===== src/rtl/scope_capture_ctrl_pkg.sv =====
// Shared constants for the oscilloscope capture controller: state encoding
// and default datapath geometry.
`timescale 1ns/1ps
package scope_capture_ctrl_pkg;

  localparam int DEFAULT_DATA_W = 12;
  localparam int DEFAULT_ADDR_W = 5;
  localparam int DEFAULT_DEPTH  = 2 ** DEFAULT_ADDR_W;

  localparam logic [2:0] IDLE     = 3'd0;
  localparam logic [2:0] FILL     = 3'd1;
  localparam logic [2:0] ARMED    = 3'd2;
  localparam logic [2:0] POST     = 3'd3;
  localparam logic [2:0] RD_ISSUE = 3'd4;
  localparam logic [2:0] RD_WAIT  = 3'd5;
  localparam logic [2:0] RD_OUT   = 3'd6;

endpackage


===== src/rtl/scope_trig_detect.sv =====
// Level-crossing trigger detector: remembers the previous accepted sample and
// flags the current one when it crosses the threshold in the chosen direction.
`timescale 1ns/1ps
module scope_trig_detect #(
  parameter int DATA_W = 12
) (
  input  logic              clk,
  input  logic              rst,
  input  logic              clear,
  input  logic              sample_valid,
  input  logic [DATA_W-1:0] sample,
  input  logic [DATA_W-1:0] level,
  input  logic              rising,
  output logic              hit
);

  logic [DATA_W-1:0] prev;
  logic              prev_valid;

  // NOTE: state registers use non-blocking assignments so every register
  // samples pre-edge values regardless of statement order.
  always_ff @(posedge clk or posedge rst) begin
    if (rst) begin
      prev       <= '0;
      prev_valid <= 1'b0;
    end else if (clear) begin
      prev_valid <= 1'b0;
    end else if (sample_valid) begin
      prev       <= sample;
      prev_valid <= 1'b1;
    end
  end

  // NOTE: hit is assigned on every path, so no latch is inferred.
  always_comb begin
    if (rising) hit = prev_valid && (prev < level) && (sample >= level);
    else        hit = prev_valid && (prev > level) && (sample <= level);
  end

endmodule


===== src/rtl/scope_capture_ctrl.sv =====
// Capture sequencer for the scope sample BRAM: circular pre-trigger fill,
// level trigger, fixed post-trigger capture, then oldest-first readout.
`timescale 1ns/1ps
module scope_capture_ctrl
  import scope_capture_ctrl_pkg::*;
#(
  parameter int DATA_W    = DEFAULT_DATA_W,
  parameter int ADDR_W    = DEFAULT_ADDR_W,
  parameter int POST_TRIG = 16
) (
  input  logic              clk,
  input  logic              rst,
  input  logic              sample_valid,
  input  logic [DATA_W-1:0] sample_data,
  input  logic              arm,
  input  logic              abort,
  input  logic [DATA_W-1:0] trig_level,
  input  logic              trig_rising,
  output logic              bram_we,
  output logic [ADDR_W-1:0] bram_addr,
  output logic [DATA_W-1:0] bram_din,
  input  logic [DATA_W-1:0] bram_dout,
  output logic              rd_valid,
  input  logic              rd_ready,
  output logic [DATA_W-1:0] rd_data,
  output logic              rd_last,
  output logic              busy,
  output logic              triggered,
  output logic              done
);

  localparam int DEPTH = 2 ** ADDR_W;
  localparam int PRE   = DEPTH - POST_TRIG;
  localparam logic [ADDR_W-1:0] PRE_CNT  = ADDR_W'(PRE);
  localparam logic [ADDR_W-1:0] POST_CNT = ADDR_W'(POST_TRIG);
  localparam logic [ADDR_W-1:0] LAST_CNT = ADDR_W'(DEPTH - 1);

  logic [2:0]        state;
  logic [ADDR_W-1:0] wr_ptr, rd_ptr, wr_next;
  logic [ADDR_W-1:0] fill_cnt, post_cnt, rd_cnt;
  logic [DATA_W-1:0] level;
  logic              rising;
  logic              accept, trig_clear, hit;

  assign wr_next    = wr_ptr + 1'b1;
  assign accept     = sample_valid && !abort &&
                      (state == FILL || state == ARMED || state == POST);
  assign trig_clear = (state == IDLE) && arm && !abort;

  assign busy     = (state != IDLE);
  assign rd_valid = (state == RD_OUT);
  assign rd_last  = rd_valid && (rd_cnt == LAST_CNT);

  scope_trig_detect #(.DATA_W(DATA_W)) u_trig (
    .clk          (clk),
    .rst          (rst),
    .clear        (trig_clear),
    .sample_valid (accept),
    .sample       (sample_data),
    .level        (level),
    .rising       (rising),
    .hit          (hit)
  );

  always_ff @(posedge clk or posedge rst) begin
    if (rst) begin
      state     <= IDLE;
      wr_ptr    <= '0;
      rd_ptr    <= '0;
      fill_cnt  <= '0;
      post_cnt  <= '0;
      rd_cnt    <= '0;
      level     <= '0;
      rising    <= 1'b0;
      bram_we   <= 1'b0;
      bram_addr <= '0;
      bram_din  <= '0;
      rd_data   <= '0;
      triggered <= 1'b0;
      done      <= 1'b0;
    end else begin
      bram_we <= 1'b0;
      done    <= 1'b0;
      if (accept) begin
        bram_we   <= 1'b1;
        bram_addr <= wr_ptr;
        bram_din  <= sample_data;
        wr_ptr    <= wr_next;
      end
      if (abort) begin
        state     <= IDLE;
        triggered <= 1'b0;
      end else begin
        case (state)
          IDLE: if (arm) begin
            state    <= FILL;
            level    <= trig_level;
            rising   <= trig_rising;
            fill_cnt <= '0;
            post_cnt <= '0;
          end
          FILL: if (accept) begin
            fill_cnt <= fill_cnt + 1'b1;
            if (fill_cnt + 1'b1 == PRE_CNT) state <= ARMED;
          end
          ARMED: if (accept && hit) begin
            triggered <= 1'b1;
            post_cnt  <= ADDR_W'(1);
            if (POST_TRIG > 1) begin
              state <= POST;
            end else begin
              state  <= RD_ISSUE;
              rd_ptr <= wr_next;
              rd_cnt <= '0;
            end
          end
          POST: if (accept) begin
            post_cnt <= post_cnt + 1'b1;
            // The write pointer after this sample lands on the oldest word.
            if (post_cnt + 1'b1 == POST_CNT) begin
              state  <= RD_ISSUE;
              rd_ptr <= wr_next;
              rd_cnt <= '0;
            end
          end
          RD_ISSUE: begin
            bram_addr <= rd_ptr;
            state     <= RD_WAIT;
          end
          RD_WAIT: begin
            rd_data <= bram_dout;
            state   <= RD_OUT;
          end
          RD_OUT: if (rd_ready) begin
            if (rd_cnt == LAST_CNT) begin
              done      <= 1'b1;
              triggered <= 1'b0;
              state     <= IDLE;
            end else begin
              rd_ptr <= rd_ptr + 1'b1;
              rd_cnt <= rd_cnt + 1'b1;
              state  <= RD_ISSUE;
            end
          end
          default: state <= IDLE;
        endcase
      end
    end
  end

endmodule


===== config.mk =====
export PLATFORM = sky130hd
export DESIGN_NAME = scope_capture_ctrl
export DESIGN_NICKNAME = d
export VERILOG_FILES = /design/src/rtl/scope_capture_ctrl_pkg.sv /design/src/rtl/scope_trig_detect.sv /design/src/rtl/scope_capture_ctrl.sv
export SDC_FILE = /design/constraint.sdc
export NUM_CORES = 1
export LEC_CHECK = 0
export ABC_AREA = 1
export BUFFER_PORTS_ARGS = -buffer_cell sky130_fd_sc_hd__buf_2
export CAP_MARGIN = 40
export CORE_MARGIN = 2
export CORE_UTILIZATION = 30
export DETAILED_ROUTE_END_ITERATION = 8
export GPL_TIMING_DRIVEN = 1
export SKIP_CTS_REPAIR_TIMING = 1
export SLEW_MARGIN = 20
export SYNTH_ARGS = -nofsm -noshare
export SYNTH_HDL_FRONTEND = slang
export SYNTH_SLANG_ARGS = --single-unit

===== constraint.sdc =====
create_clock -name clk -period 5.3 [get_ports clk]
set_input_delay 0.53 -clock clk [delete_from_list [all_inputs] [get_ports clk]]
set_output_delay 0.53 -clock clk [all_outputs]
set_load 0.05 [all_outputs]

==> results of run 1 <==
through the flow:
stage / hold slack (ns) / total power [mW] / cell area, um2 / std cells
detailed placement: 0.457 / 2.54 / 5100 / 784
CTS: 0.179 / 3.20 / 5400 / 797
finish: 0.176 / 3.17 / 5430 / 799
global route: 0.208 / 3.44 / 5430 / 799
global placement: 0.453 / 2.51 / 5100 / 784
floorplan: 0.446 / 2.18 / 4540 / 533
registers in the layout, indices dropped and copies added (netlist names):
name and cells:
u_trig.prev_valid 1, u_trig.prev 12, rd_cnt 5, done 1
rd_data 12, post_cnt 5, bram_din 12, state 3
triggered 1, wr_ptr 5, rd_ptr 5, rising 1
bram_addr 5, fill_cnt 5, bram_we 1, level 12
synthesized netlist by cell type:
library cell / count / area (um2)
a21o_1: 2 / 15.0
a21oi_1: 10 / 50.1
a21oi_4: 1 / 16.3
a22oi_1: 1 / 7.51
a31oi_1: 4 / 25.0
and2_1: 1 / 6.26
buf_2: 2 / 10.0
buf_4: 2 / 15.0
buf_6: 2 / 22.5
clkbuf_1: 6 / 22.5
clkinv_1: 1 / 3.75
dfrtp_1: 86 / 2150
ha_1: 31 / 388
inv_1: 58 / 218
inv_2: 2 / 7.51
inv_4: 2 / 12.5
mux2_2: 13 / 146
mux2i_1: 2 / 20.0
nand2_1: 170 / 638
nand2_2: 1 / 6.26
nand3_1: 27 / 135
nand3b_1: 1 / 7.51
nand4_1: 2 / 12.5
nor2_1: 39 / 146
nor2_2: 2 / 12.5
nor2_4: 2 / 22.5
nor2_8: 1 / 20.0
nor3_1: 5 / 25.0
nor3_4: 2 / 32.5
nor3b_2: 1 / 12.5
o211ai_1: 4 / 30.0
o21ai_0: 31 / 155
o21ai_1: 4 / 20.0
o21bai_1: 1 / 7.51
o22ai_1: 3 / 18.8
xnor2_1: 2 / 17.5
xor2_1: 9 / 78.8
power by group through the flow:
stage | logic (mW) | clock network (mW) | registers, mW
after floorplan | 0.792 | 0 | 1.39
after detailed placement | 1.46 | 0 | 1.08
after CTS | 1.46 | 0.662 | 1.07
after global routing | 1.64 | 0.691 | 1.11
final | 1.45 | 0.641 | 1.07
after global placement | 1.43 | 0 | 1.07
worst register-to-register path, delay by kind of cell, from the launching register on:
| family | cells | cell delay (ns) |
|---|---|---|
| and+or+nand+nor | 5 | 1.27 |
| DFF | 1 | 0.52 |
| AOI/OAI and AO/OA | 2 | 0.29 |
| buffers and inverters | 2 | 0.59 |
path summary, 6_finish.rpt:
kind | cells past startpoint | to | slack (ns) | from
min reg2reg | 2 | bram_din[10] | 0.47 | bram_din[10]
min | 2 | post_cnt[1] | 0.18 | rst
max reg2reg | 9 | rd_ptr[0] | 2.51 | state[2]
max in group asynchronous | 4 | bram_din[5] | 4.20 | rst
max | 9 | rd_ptr[0] | 2.51 | state[2]
min in group clk | 3 | level[1] | 0.40 | trig_level[1]
cell type report:
cell class | instances | area, um2
repair buffers | 81 | 435
clock buffers | 12 | 267
inverters | 63 | 243
flip-flops and latches | 86 | 2150
well taps | 184 | 230
fillers | 1531 | 9210
multi-input cells | 372 | 2070
clock inverters | 1 | 30.0
cells by family (layout without fill, tap and decap cells):
group,count (synthesis),count (layout),share of synthesized area [%]
DFF,86,86,47.4
buffers and inverters,75,157,6.87
AOI/OAI and AO/OA,61,61,7.61
muxes,15,15,3.67
and+or+nand+nor,254,254,23.7
xor gates and xnor gates,11,11,2.12
adders and majority gates,31,31,8.55
metal layers:
metal	part of all wire [%]	track usage, %
met1	48	18.3
met2	46	21.9
met3	5.0	3.35
met4	1.1	4.65
met5	0	0
==> flow_summary.toml, run 1 <==
[detailed_routing]
viasPerCell = 4.57
drcViolationCount = 0
wl_mm = 10.3
num_vias = 3650
drtPass1Iterations = 4
antenna_left = 0
wl_per_cell_um = 12.9
drt_iter0_markers = 199

[sta]
setup-tns-final_ns = 0
fmax_mhz = 358
setup_viol = 0
fin_crit_sh_pct = 52.7
slew-limit-headroom_pct = 57.9
tightestPinTransition_ns = 0.630
slew_viol_final = 0
post-route-min-period_ns = 2.79
rsz0062_at_grt = "false"
finalHoldViolations = 0
fin_skew_ns = 0.00929
setup_ws_ns = 2.51

[floorplanning]
die_h_um = 127
rows = 44
design.die.area_um2 = 16100
num_io_pins = 78
die_w_um = 127
core_um2 = 14600
start_util_pct = 31.0

[final_layout]
drive_above_1_share_pct = 19.8
final_cell_mix = "170 x nand2_1, 86 x dfrtp_1, 77 x buf_2"
final_common_cell = "nand2_1"
fin_util_pct = 37.1
area_growth_syn_to_layout_pct = 19.7
fin_nets = 687
antenna_cells = 0

[worst_setup_path]
crit_type = "reg2reg"
critPathSlowestCell = "dfrtp_1"
crit_fanout = 11
crit_top_cell = "nand2_1"
cp-start-kind = "register"
cp_num_buf_inv = 2
cp_top_family = "simple AND/OR/NAND/NOR gates"
max_stage_delay_ns = 0.52
cp-end-kind = "register"
cp.arrival_ns = 3.01
crit_chain = "nand2_1 > nor2_2 > inv_1 > o21ai_0 > nor3_1 > nand2_1 > clkinv_1 > nand2_1 > o211ai_1"
required_ns = 5.51

[power]
combPwrFrac_pct = 45.9
p_int_mw = 1.75
p_sw_mw = 1.41
p_sw_share_pct = 44.6
ir_drop_mv = 0.321
power_frac_seq_pct = 33.9
p_leak_nw = 2.87
power_density_nw_per_um2 = 583
clockPowerShare_pct = 20.2

[cts]
insertion_delay_ns = 0.34
h-tree-depth = 3
cts_tree = "yes"
clkTransAtPathRegs_ns = 0.06
cts-root-buf = "clkbuf_16"
clock_path_buffers = 2
cts-buffers-inserted = 9
cts.sinks = 86

[grt]
grt_overflow = 0
grt_pass1_wl_mm = 17.9
grtUsageTotal_pct = 13.7
grt_max_degree = 63
grt_pass1_vias = 3776
antenna_found_initial = 0

[synthesis]
yosys.cell_types.count = 37
seq_area_frac_synth_pct = 47.4
yosysWarnings = 0
synth_area_um2 = 4540
yosys_register_bits = 86
syn_nets = 607
syn_inst = 533
avgSynthCellArea_um2 = 8.51

[job]
max_cap_violations = 0

[place]
dp_hpwl_mm = 7.68
place.port_buffers = 77
pre_cts_ws_ns = 2.55
place.gp.congestion = 0.843

[min_path]
hp-class = "in2async"

[status]
status = "finished, final reports clean"
Note: power is estimated with default switching activity, not from simulation.
==> run 2, diff against run 1 <==
==> constraint.sdc (replaced) <==
create_clock -name clk -period 2.5 [get_ports clk]
set_input_delay 0.25 -clock clk [delete_from_list [all_inputs] [get_ports clk]]
set_output_delay 0.25 -clock clk [all_outputs]
set_load 0.05 [all_outputs]
==> run 2 against run 1 <==
  * The run now ends with hold timing left
  * Count of clock-buffer cells in the layout fell by 3
  * Sequential share of layout area rose by 0.11 points
  * Utilization fell by 0.10 points
  * Worst hold slack got worse by 0.19 ns
  * Total power rose by 110%
  * Register-to-register slack got worse by 2.2 ns
  * Maximum frequency rose by 29%
  * Die area did not move
  * Worst setup slack got worse by 2.2 ns
  * Clock power rose by 90%
  * Sequential power rose by 110%
  * Clock skew fell by 0.0044 ns
==> flow_summary.toml, run 2 (synthesis gave the netlist of run 1 again) <==
[cts]
cts-root-buf = "clkbuf_16"
cts.sinks = 86
clock_path_buffers = 2
cts-buffers-inserted = 9
clkTransAtPathRegs_ns = 0.06
h-tree-depth = 3
cts_tree = "yes"
insertion_delay_ns = 0.34

[grt]
met3_usage_pct = 4.77
grt_max_degree = 53
gr-max-usage-layer = "met2"
grtUsageMet2_pct = 21.4
grt_pass1_vias = 3703
grt_pass1_wl_mm = 17.4
antenna_found_initial = 0
grtUsageTotal_pct = 13.4
use_met1_pct = 17.5
grt_overflow = 0

[final_layout]
fin_nets = 690
area_growth_syn_to_layout_pct = 19.4
drive_above_1_share_pct = 20.6
fillers = 1520
final_cell_mix = "170 x nand2_1, 86 x dfrtp_1, 77 x buf_2"
fin_util_pct = 37.0
final_common_cell = "nand2_1"
antenna_cells = 0
final_area_um2 = 5420
seq_area_um2 = 2150
multiInputGateArea_um2 = 2070

[sta]
fmax_mhz = 464
tightestPinTransition_ns = 0.663
fin_crit_sh_pct = 86.3
fin_skew_ns = 0.00493
post-route-min-period_ns = 2.16
finalHoldViolations = 34
setup_ws_ns = 0.343
rsz0062_at_grt = "false"
setup_viol = 0
whs_ns = -0.0170
slew-limit-headroom_pct = 55.7
setup-tns-final_ns = 0
slew_viol_final = 0

[detailed_routing]
viasPerCell = 4.60
drcViolationCount = 0
wl_mm = 10.2
wl_per_cell_um = 12.6
num_vias = 3699
antenna_left = 0
drtPass1Iterations = 5
drt_iter0_markers = 206

[power]
combPwrFrac_pct = 47.0
clockPowerShare_pct = 18.5
power_frac_seq_pct = 34.5
power_density_nw_per_um2 = 1210
p_leak_nw = 2.88
ir_drop_mv = 0.686
total_power_mw = 6.58
p_sw_share_pct = 46.1
p_int_mw = 3.55
p_sw_mw = 3.03

[place]
pre_cts_ws_ns = 0.380
placed_area_um2 = 5150
dp_hpwl_mm = 7.61
place.gp.congestion = 0.896
place.port_buffers = 77

[status]
status = "finished with violations"
violations = "hold timing"

[floorplanning]
die_h_um = 127
core_um2 = 14600
num_io_pins = 78
start_util_pct = 31.0
rows = 44
design.die.area_um2 = 16100
die_w_um = 127

[worst_setup_path]
critPathSlowestCell = "dfrtp_1"
cp_num_buf_inv = 1
cp-end-kind = "register"
cp_top_family = "simple AND/OR/NAND/NOR gates"
crit_top_cell = "nand2_1"
crit_chain = "inv_1 > ha_1 > nand2_1 > nor2_1 > nand2_1 > a21oi_1 > nor2_1 > nor2_1 > nand2_1 > nand2_1 > nand3_1 > nand2_1 > nand2_1 > nand2_1 > nand2_1"
max_stage_delay_ns = 0.33
cp.arrival_ns = 2.39
crit_type = "reg2reg"
cp-start-kind = "register"
crit_fanout = 6
required_ns = 2.73

[min_path]
hp-class = "in2async"

[job]
max_cap_violations = 0
run 2: layout make-up:
cell class	count	area share [%]
Clock inverter	7	0.762
Sequential cell	86	39.7
Multi-Input combinational cell	372	38.3
Timing Repair Buffer	84	8.32
Clock buffer	9	4.16
Inverter	63	4.48
Tap cell	184	4.25
run 2: final timing paths:
kind / startpoint / end / slack (ns) / cells past startpoint
max: level[11] / post_cnt[3] / 0.34 / 15
min reg2reg: bram_din[6] / bram_din[6] / 0.47 / 2
min: rst / rd_data[6] / -0.02 / 2
max in group asynchronous: rst / rd_cnt[4] / 1.82 / 3
min in group clk: trig_level[4] / level[4] / 0.11 / 3
max reg2reg: level[11] / post_cnt[3] / 0.34 / 15
run 2: through the flow:
stage | hold WS, ns | std cells
final | -0.0170 | 805
after floorplan | 0.365 | 533
after global placement | 0.359 | 789
after CTS | 0.00777 | 805
after global routing | 0.0322 | 805
after detailed placement | 0.386 | 789
run 2: power groups by stage:
stage               Combinational (mW)  Clock (mW)  Sequential, mW
detailed placement                3.10           0            2.30
global placement                  3.07           0            2.28
CTS                               3.13        1.26            2.28
floorplan                         1.68           0            2.95
finish                            3.09        1.22            2.27
global route                      3.48        1.32            2.34
run 2: worst register-to-register path, stage by stage, from the launching register on:
cell and delay [ns]:
dfrtp_1 0.33, inv_1 0.07, ha_1 0.30, nand2_1 0.07, nor2_1 0.17, nand2_1 0.09, a21oi_1 0.13, nor2_1 0.06
nor2_1 0.08, nand2_1 0.06, nand2_1 0.06, nand3_1 0.10, nand2_1 0.19, nand2_1 0.17, nand2_1 0.12, nand2_1 0.05
run 2: per-layer routing:
metal / share of wire (%) / up-vias / wire (um)
met5: 0 / - / 0
met4: 0.87 / 0 / 89
met3: 7.0 / 8 / 711
met2: 46 / 106 / 4650
met1: 46 / 1712 / 4730
li1: - / 1873 / -
